===== config.mk =====
export PLATFORM = sky130hd
export DESIGN_NAME = mem_bank_bridge
export DESIGN_NICKNAME = d
export VERILOG_FILES = /design/src/rtl/mem_bank_bridge.sv
export SDC_FILE = /design/constraint.sdc
export NUM_CORES = 1
export LEC_CHECK = 0
export ABC_AREA = 1
export ABC_CLOCK_PERIOD_IN_PS = 1400
export CAP_MARGIN = 40
export CORE_AREA = 2 2 194 196
export DETAILED_ROUTE_END_ITERATION = 8
export DIE_AREA = 0 0 196 198
export DONT_BUFFER_PORTS = 1
export GPL_TIMING_DRIVEN = 0
export SYNTH_ARGS = -nofsm -noshare
export SYNTH_HDL_FRONTEND = slang
export SYNTH_SLANG_ARGS = --single-unit

===== constraint.sdc =====
create_clock -name clk -period 1.4 [get_ports clk]
set_input_delay 0.28 -clock clk [delete_from_list [all_inputs] [get_ports clk]]
set_output_delay 0.28 -clock clk [all_outputs]
set_load 0.05 [all_outputs]

===== src/rtl/mem_bank_bridge.sv =====
// Bridges the ibex data and instruction ports onto banked 1RW1R SRAM macros,
// adding a gnt/rvalid handshake, window decode with error responses and a write/fetch hazard guard.
module mem_bank_bridge #(
   parameter int unsigned NUM_BANKS    = 4,
   parameter int unsigned BANK_AW      = 8,
   parameter int unsigned READ_LATENCY = 1,
   parameter logic [31:0] BASE_ADDR    = 32'h0000_0000
) (
   input  logic                      clk,
   input  logic                      resetn,
   input  logic                      data_req_i,
   output logic                      data_gnt_o,
   output logic                      data_rvalid_o,
   input  logic                      data_we_i,
   input  logic [3:0]                data_be_i,
   input  logic [31:0]               data_addr_i,
   input  logic [31:0]               data_wdata_i,
   output logic [31:0]               data_rdata_o,
   output logic                      data_err_o,
   input  logic                      instr_req_i,
   output logic                      instr_gnt_o,
   output logic                      instr_rvalid_o,
   input  logic [31:0]               instr_addr_i,
   output logic [31:0]               instr_rdata_o,
   output logic                      instr_err_o,
   output logic [NUM_BANKS-1:0]      sram_csb0_o,
   output logic                      sram_web0_o,
   output logic [3:0]                sram_wmask0_o,
   output logic [BANK_AW-1:0]        sram_addr0_o,
   output logic [31:0]               sram_din0_o,
   input  logic [32*NUM_BANKS-1:0]   sram_dout0_i,
   output logic [NUM_BANKS-1:0]      sram_csb1_o,
   output logic [BANK_AW-1:0]        sram_addr1_o,
   input  logic [32*NUM_BANKS-1:0]   sram_dout1_i
);

   localparam int unsigned BANK_W  = (NUM_BANKS > 1) ? $clog2(NUM_BANKS) : 1;
   localparam int unsigned LOG2_NB = $clog2(NUM_BANKS);
   localparam int unsigned WIN_LSB = BANK_AW + 2 + LOG2_NB;
   localparam logic [1:0]  CNT_INIT = 2'(READ_LATENCY);

   localparam logic [0:0] ST_IDLE = 1'b0;
   localparam logic [0:0] ST_BUSY = 1'b1;

   // Address decode, shared rule for both ports
   logic [31:0]        d_off;
   logic [31:0]        i_off;
   logic [BANK_AW-1:0] d_word;
   logic [BANK_AW-1:0] i_word;
   logic [BANK_W-1:0]  d_bank;
   logic [BANK_W-1:0]  i_bank;
   logic               d_inwin;
   logic               i_inwin;

   assign d_off   = data_addr_i - BASE_ADDR;
   assign i_off   = instr_addr_i - BASE_ADDR;
   assign d_word  = d_off[BANK_AW+1:2];
   assign i_word  = i_off[BANK_AW+1:2];
   assign d_bank  = BANK_W'((d_off >> (BANK_AW + 2)) & (NUM_BANKS - 1));
   assign i_bank  = BANK_W'((i_off >> (BANK_AW + 2)) & (NUM_BANKS - 1));
   assign d_inwin = ((d_off >> WIN_LSB) == 32'd0);
   assign i_inwin = ((i_off >> WIN_LSB) == 32'd0);

   // Data port FSM
   logic [0:0]        d_state;
   logic [1:0]        d_cnt;
   logic              d_err_q;
   logic              d_wr_q;
   logic [BANK_W-1:0] d_bank_q;
   logic              d_ready;
   logic [31:0]       d_dout;

   assign data_rvalid_o = (d_state == ST_BUSY) && (d_cnt == 2'd1);
   assign d_ready       = (d_state == ST_IDLE) || data_rvalid_o;
   assign data_gnt_o    = resetn && data_req_i && d_ready;

   always_ff @(posedge clk or negedge resetn) begin
      if (!resetn) begin
         d_state  <= ST_IDLE;
         d_cnt    <= 2'd0;
         d_err_q  <= 1'b0;
         d_wr_q   <= 1'b0;
         d_bank_q <= '0;
      end else if (data_gnt_o) begin
         d_state  <= ST_BUSY;
         d_cnt    <= CNT_INIT;
         d_err_q  <= ~d_inwin;
         d_wr_q   <= data_we_i;
         d_bank_q <= d_bank;
      end else if (d_state == ST_BUSY) begin
         d_cnt <= d_cnt - 2'd1;
         if (d_cnt == 2'd1) d_state <= ST_IDLE;
      end
   end

   // A fetch of the exact word being written this cycle would read stale data
   logic hazard;
   assign hazard = data_gnt_o && data_we_i && d_inwin && i_inwin &&
                   (d_bank == i_bank) && (d_word == i_word);

   // Instruction port FSM
   logic [0:0]        i_state;
   logic [1:0]        i_cnt;
   logic              i_err_q;
   logic [BANK_W-1:0] i_bank_q;
   logic              i_ready;
   logic [31:0]       i_dout;

   assign instr_rvalid_o = (i_state == ST_BUSY) && (i_cnt == 2'd1);
   assign i_ready        = (i_state == ST_IDLE) || instr_rvalid_o;
   assign instr_gnt_o    = resetn && instr_req_i && i_ready && !hazard;

   always_ff @(posedge clk or negedge resetn) begin
      if (!resetn) begin
         i_state  <= ST_IDLE;
         i_cnt    <= 2'd0;
         i_err_q  <= 1'b0;
         i_bank_q <= '0;
      end else if (instr_gnt_o) begin
         i_state  <= ST_BUSY;
         i_cnt    <= CNT_INIT;
         i_err_q  <= ~i_inwin;
         i_bank_q <= i_bank;
      end else if (i_state == ST_BUSY) begin
         i_cnt <= i_cnt - 2'd1;
         if (i_cnt == 2'd1) i_state <= ST_IDLE;
      end
   end

   // Response data muxes, selected by the bank captured at grant
   always_comb begin
      d_dout = '0;
      i_dout = '0;
      for (int b = 0; b < NUM_BANKS; b++) begin
         if (d_bank_q == BANK_W'(b)) d_dout = sram_dout0_i[32*b +: 32];
         if (i_bank_q == BANK_W'(b)) i_dout = sram_dout1_i[32*b +: 32];
      end
   end

   assign data_rdata_o  = (data_rvalid_o && !d_err_q && !d_wr_q) ? d_dout : 32'd0;
   assign data_err_o    = data_rvalid_o && d_err_q;
   assign instr_rdata_o = (instr_rvalid_o && !i_err_q) ? i_dout : 32'd0;
   assign instr_err_o   = instr_rvalid_o && i_err_q;

   // Macro side: chip selects only on granted in-window accesses
   always_comb begin
      sram_csb0_o = '1;
      sram_csb1_o = '1;
      for (int b = 0; b < NUM_BANKS; b++) begin
         if (data_gnt_o && d_inwin && (d_bank == BANK_W'(b))) sram_csb0_o[b] = 1'b0;
         if (instr_gnt_o && i_inwin && (i_bank == BANK_W'(b))) sram_csb1_o[b] = 1'b0;
      end
   end

   assign sram_web0_o   = resetn ? ~data_we_i : 1'b1;
   assign sram_wmask0_o = resetn ? data_be_i : 4'd0;
   assign sram_addr0_o  = resetn ? d_word : '0;
   assign sram_din0_o   = resetn ? data_wdata_i : 32'd0;
   assign sram_addr1_o  = resetn ? i_word : '0;

endmodule


* Word-level counts from Yosys, hierarchy flattened
Cells that the tools add are included.
** Operators by class
- Add/sub/neg operators :: 2
- Equal/unequal tests :: 16
- Muxes and demuxes :: 33
- Bitwise gates (word level) :: 5
- Reductions and logical operators :: 41
** Operators with widths (number)
- 2-to-1 mux 32 bit :: 11
- zero test 32 bit :: 2
- logical AND 1 bit :: 27
- equality test 2 bit (second input constant) :: 8
- 2-to-1 mux 8 bit :: 2
- 2-to-1 mux 1 bit :: 15
- equality test 2 x 1 -> 1 bit (second input constant) :: 6
- equality test 8 bit :: 1
- zero test 2 bit :: 4
- 2-to-1 mux 2 bit :: 4
- NOT 1 bit :: 5
- zero test 1 bit :: 4
- 2-to-1 mux 4 bit :: 1
- nonzero test 2 bit :: 2
- subtractor 2 x 1 -> 2 bit (second input constant) :: 2
- equality test 2 bit :: 1
- logical OR 1 bit :: 2
** Word-level totals
- Register bits after elaboration :: 13
- Input port bits :: 361
- Output and inout port bits :: 131
- Word-level logic and storage cells :: 106

* Depth between registers and ports, before layout
- Depth after elaboration :: 14
- Mapped depth :: 12
- Depth with buffers taken out :: 12

* Worst setup path after synthesis
Ideal clock, no wire load.
- Kind :: flip-flop to output port
- Start point :: register i_cnt[1]
- End point :: output port instr_rdata_o[25]
- Arrival :: 1870 ps
- Data required time :: 1120 ps
- Path slack :: -750 ps
- Cell stages (with the launch flop) :: 8
- Buffers on the path :: 1
- Cell sequence :: dfrtp_1 -> inv_1 -> ha_1 -> nand2_1 -> nor2_2 -> buf_2 -> o21ai_0 -> a21oi_1
** On the way
- Longest elaborated chain between the ends :: 4
** RTL lines
- start: declaration :: line 103 : logic [1:0] i_cnt;
- start signal: assignment :: line 125 : i_cnt <= i_cnt - 2'd1;
- equality test 2 x 1 -> 1 bit :: line 109 : assign instr_rvalid_o = (i_state == ST_BUSY) && (i_cnt == 2'd1);
- logical AND 1 bit :: line 109
- logical AND 1 bit :: line 142 : assign instr_rdata_o = (instr_rvalid_o && !i_err_q) ? i_dout : 32'd0;
- 2-to-1 mux 32 bit :: line 142
- end: declaration :: line 24 : output logic [31:0] instr_rdata_o,
Every way passes these cells.

* Worst setup path after layout
- Start point :: register d_cnt[0]
- End point :: output port sram_csb0_o[3]
** On the way
- Longest elaborated chain between the ends :: 7
** RTL lines
- start: declaration :: line 66 : logic [1:0] d_cnt;
- start signal: assignment :: line 91 : d_cnt <= d_cnt - 2'd1;
- equality test 2 x 1 -> 1 bit :: line 73 : assign data_rvalid_o = (d_state == ST_BUSY) && (d_cnt == 2'd1);
- logical AND 1 bit :: line 73
- logical OR 1 bit :: line 74 : assign d_ready = (d_state == ST_IDLE) || data_rvalid_o;
- logical AND 1 bit :: line 75 : assign data_gnt_o = resetn && data_req_i && d_ready;
- via data_gnt_o :: line 12 : output logic data_gnt_o,
- logical AND 1 bit (2 in series) :: line 150 : if (data_gnt_o && d_inwin && (d_bank == BANK_W'(b))) sram_csb0_o[b] = 1'b0;
- 2-to-1 mux 1 bit :: line 150
- end: declaration :: line 26 : output logic [NUM_BANKS-1:0] sram_csb0_o,
The timed path passes the listed nets, and every way through them passes these cells.

==> results.yml <==
floorplanning:
  core-area_sq_um: 37000
  die_y_um: 198
  io_pins: 492
  die_x_um: 196
  row_count: 71
  die_area_sq_um: 38800
  initial_core_util_pct: 9.39
global_routing:
  antenna_found_initial: 3
  grt_max_degree: 14
  grt_pass1_wl_mm: 29.4
  grt_pass1_vias: 4897
  grt_overflow: 0
  track_usage_pct: 10.2
sta:
  fmax_mhz: 433
  slew_headroom_pct: 51.6
  fin_crit_sh_pct: 165
  fin_skew_ns: 0.00294
  max_slew.worst_pin.slew_ns: 0.723
  holdWs_ns: 0.168
  setup_viol: 85
  rsz0062_at_grt: "yes"
  slew_viol_final: 0
  timing.final.ws_setup_ns: -0.908
  min_period_ns: 2.31
  timing.final.hold_violations: 0
clock_tree:
  cts.sinks: 13
  insertion_delay_ns: 0.25
  clk_path_buf_depth: 2
  cts_tree: "done"
  cts_buffers: 3
  cts_root_buffer: "clkbuf_16"
  htree_levels: 1
  clkTransAtPathRegs_ns: 0.05
critical_path:
  worst_setup_path_start_kind: "flop"
  r2r_cells: 16
  crit_fanout: 5
  end_kind: "output pin"
  cp.required_ns: 1.12
  path_class: "flop to output pin"
  reg2reg_from: "d_cnt[1]"
  cp.arrival_ns: 2.03
  r2r-end: "i_state"
  regToRegSetupSlack_ns: -0.58
pwr:
  p_sw_w: 0.00648
  switching_share_pct: 60.8
  power_density_nw_per_um2: 1790
  power.leakage_nw: 2.29
  p_comb_share_pct: 87.0
  pwr-share-clk_pct: 5.2
  ir_drop_v: 0.000508
  p_int_w: 0.00418
  sequentialPowerShare_pct: 7.7
layout:
  drive_above_1_share_pct: 41.2
  area_growth_pct: 71.4
  final_nets: 1095
  seqCellArea_sq_um: 329
  postLayoutCoreUtil_pct: 16.1
  design_area_sq_um: 5940
  fill_cells: 4161
  multi_input_area_sq_um: 3330
  stdcell_count: 1208
synthesis:
  ys_ff_latch: 13
  synth_warnings: 0
  ys.flop_type: "dfrtp_1"
  ys_types: 35
  synthCells: 676
  avgSynthCellArea_sq_um: 5.13
  syn_area_sq_um: 3470
  async_reset_ff_share_pct: 100
  synth-seq-area-share_pct: 9.38
  synth-edff-count: 0
  synth_nets: 1039
detailed_routing:
  antenna_left: 0
  viasPerCell: 4.28
  drc: 0
  drt_iter0_markers: 252
  wl_per_cell_um: 18.5
  drt_pass1_iterations: 5
  wl_mm: 22.3
  num_vias: 5176
status:
  violations: "negative setup slack"
  outcome: "finished with violations"
place:
  place.port_buffers: 0
  dp_cells: 1151
  hpwl_mm: 17.8
  dpl-instance-area_sq_um: 4540
  gp_congestion: 0.885
hold_path:
  hold_depth: 2
  min_to: "d_bank_q[1]"
  hp-start: "data_addr_i[11]"
  min_path_type: "primary input to flop"
flow_run:
  drv_cap: 0
[how the worst max path moves through the flow]
stage                        start             end  depth (start not counted)  slack (ns)
after detailed placement  d_cnt[1]  sram_csb1_o[0]                         10       -0.83
after global routing      d_cnt[0]  sram_csb0_o[3]                          7       -0.99
final                     d_cnt[0]  sram_csb0_o[3]                          7       -0.91
after global placement    d_cnt[1]  sram_csb1_o[0]                         10       -0.81
after CTS                 d_cnt[0]  sram_csb0_o[3]                          7       -0.94
after floorplan           d_cnt[0]  sram_csb0_o[2]                          7       -0.52
[layer usage]
layer	track usage, %	share of wire [%]	vias to the layer above	routed length (um)
met5	0	0	-	0
met4	6.79	5.6	0	1260
met3	2.27	10	62	2250
met2	17.6	48	443	10700
met1	11.2	36	2340	8100
li1	-	-	2331	-
[power by group through the flow]
stage,clock network (W),registers (W),logic [W]
2_1_floorplan,0,0.000696,0.00560
3_3_place_gp,0,0.000754,0.00676
3_5_place_dp,0,0.000763,0.00690
4_1_cts,0.000587,0.000822,0.00866
5_1_grt,0.000600,0.000855,0.00986
6_report,0.000559,0.000822,0.00927
[synthesized netlist by cell type (all sizes together), types with 5 or more instances]
| library cell | n | area, sq um |
|---|---|---|
| inv | 125 | 469 |
| o22ai | 5 | 31.3 |
| nor2 | 85 | 339 |
| a21oi | 23 | 115 |
| nand3 | 78 | 403 |
| o21ai | 60 | 300 |
| nand2 | 156 | 598 |
| o221ai | 22 | 193 |
| clkbuf | 16 | 60.1 |
| o211ai | 37 | 278 |
| buf | 26 | 134 |
| nand4 | 7 | 43.8 |
| dfrtp | 13 | 325 |
| or2 | 9 | 56.3 |
[critical path, cell delays in order, from the launching register on]
cell	delay, ns
dfrtp_1	0.41
ha_4	0.19
inv_4	0.05
nand2_4	0.05
nand2_4	0.06
buf_6	0.10
clkinvlp_4	0.32
nand4_1	0.60
[state kept, by name, indices dropped and copies added, names as in the netlist]
name      flops
d_bank_q      2
d_cnt         2
i_bank_q      2
i_cnt         2
d_err_q       1
d_state       1
d_wr_q        1
i_err_q       1
i_state       1
[layout by cell type (no fill, tap or decap), types with 6 or more instances in the layout]
cell          n
a21oi_4      22
buf_12        8
buf_4        34
buf_6        23
buf_8         6
clkbuf_2      8
clkinvlp_4   42
dfrtp_1      10
inv_1        34
inv_2        43
nand2_1     136
nand2_2      10
nand3_1      68
nand3_2       9
nand4_1       7
nor2_1       63
nor2_4       17
o211ai_1     37
o21ai_0      30
o21ai_1      18
o21ai_2       7
o221ai_1     11
o221ai_4      8
[what timing repair did]
| action | CTS | global route |
|---|---|---|
| hold buffers | 1 | 0 |
| setup buffers | 35 | 13 |
| hold endpoints to repair | 13 | 0 |
| pin swaps | 46 | 32 |
| cloned | 2 | 1 |
| endpoints found under the setup margin | 135 | 112 |
| resized for setup | 163 | 58 |
[through the flow]
| stage | worst slack, ns | total power [W] | setup TNS (ns) |
|---|---|---|---|
| 3_3_place_gp | -0.808 | 0.00751 | -53.11 |
| 3_5_place_dp | -0.826 | 0.00767 | -57.43 |
| 2_1_floorplan | -0.524 | 0.00630 | -23.09 |
| 4_1_cts | -0.940 | 0.0101 | -55.36 |
| 6_report | -0.908 | 0.0107 | -57.72 |
| 5_1_grt | -0.986 | 0.0113 | -64.12 |
[layout make-up]
type	instances	area share, %
buffer	41	6.08
clock buffer	4	1.33
multi-input combinational	494	55.9
timing repair buffer	52	9.60
inverter	127	11.4
sequential	13	5.54
antenna	3	0.126
tap	474	9.98
[cells by family after synthesis]
| kind of cell | share of synthesized area, % |
|---|---|
| AOI/OAI and AO/OA | 27.2 |
| adders and majority gates | 0.721 |
| xor gates and xnor gates | 1.01 |
| buffers and inverters | 19.4 |
| DFF | 9.38 |
| and+or+nand+nor | 42.4 |
(Power assumes the default switching activity.)
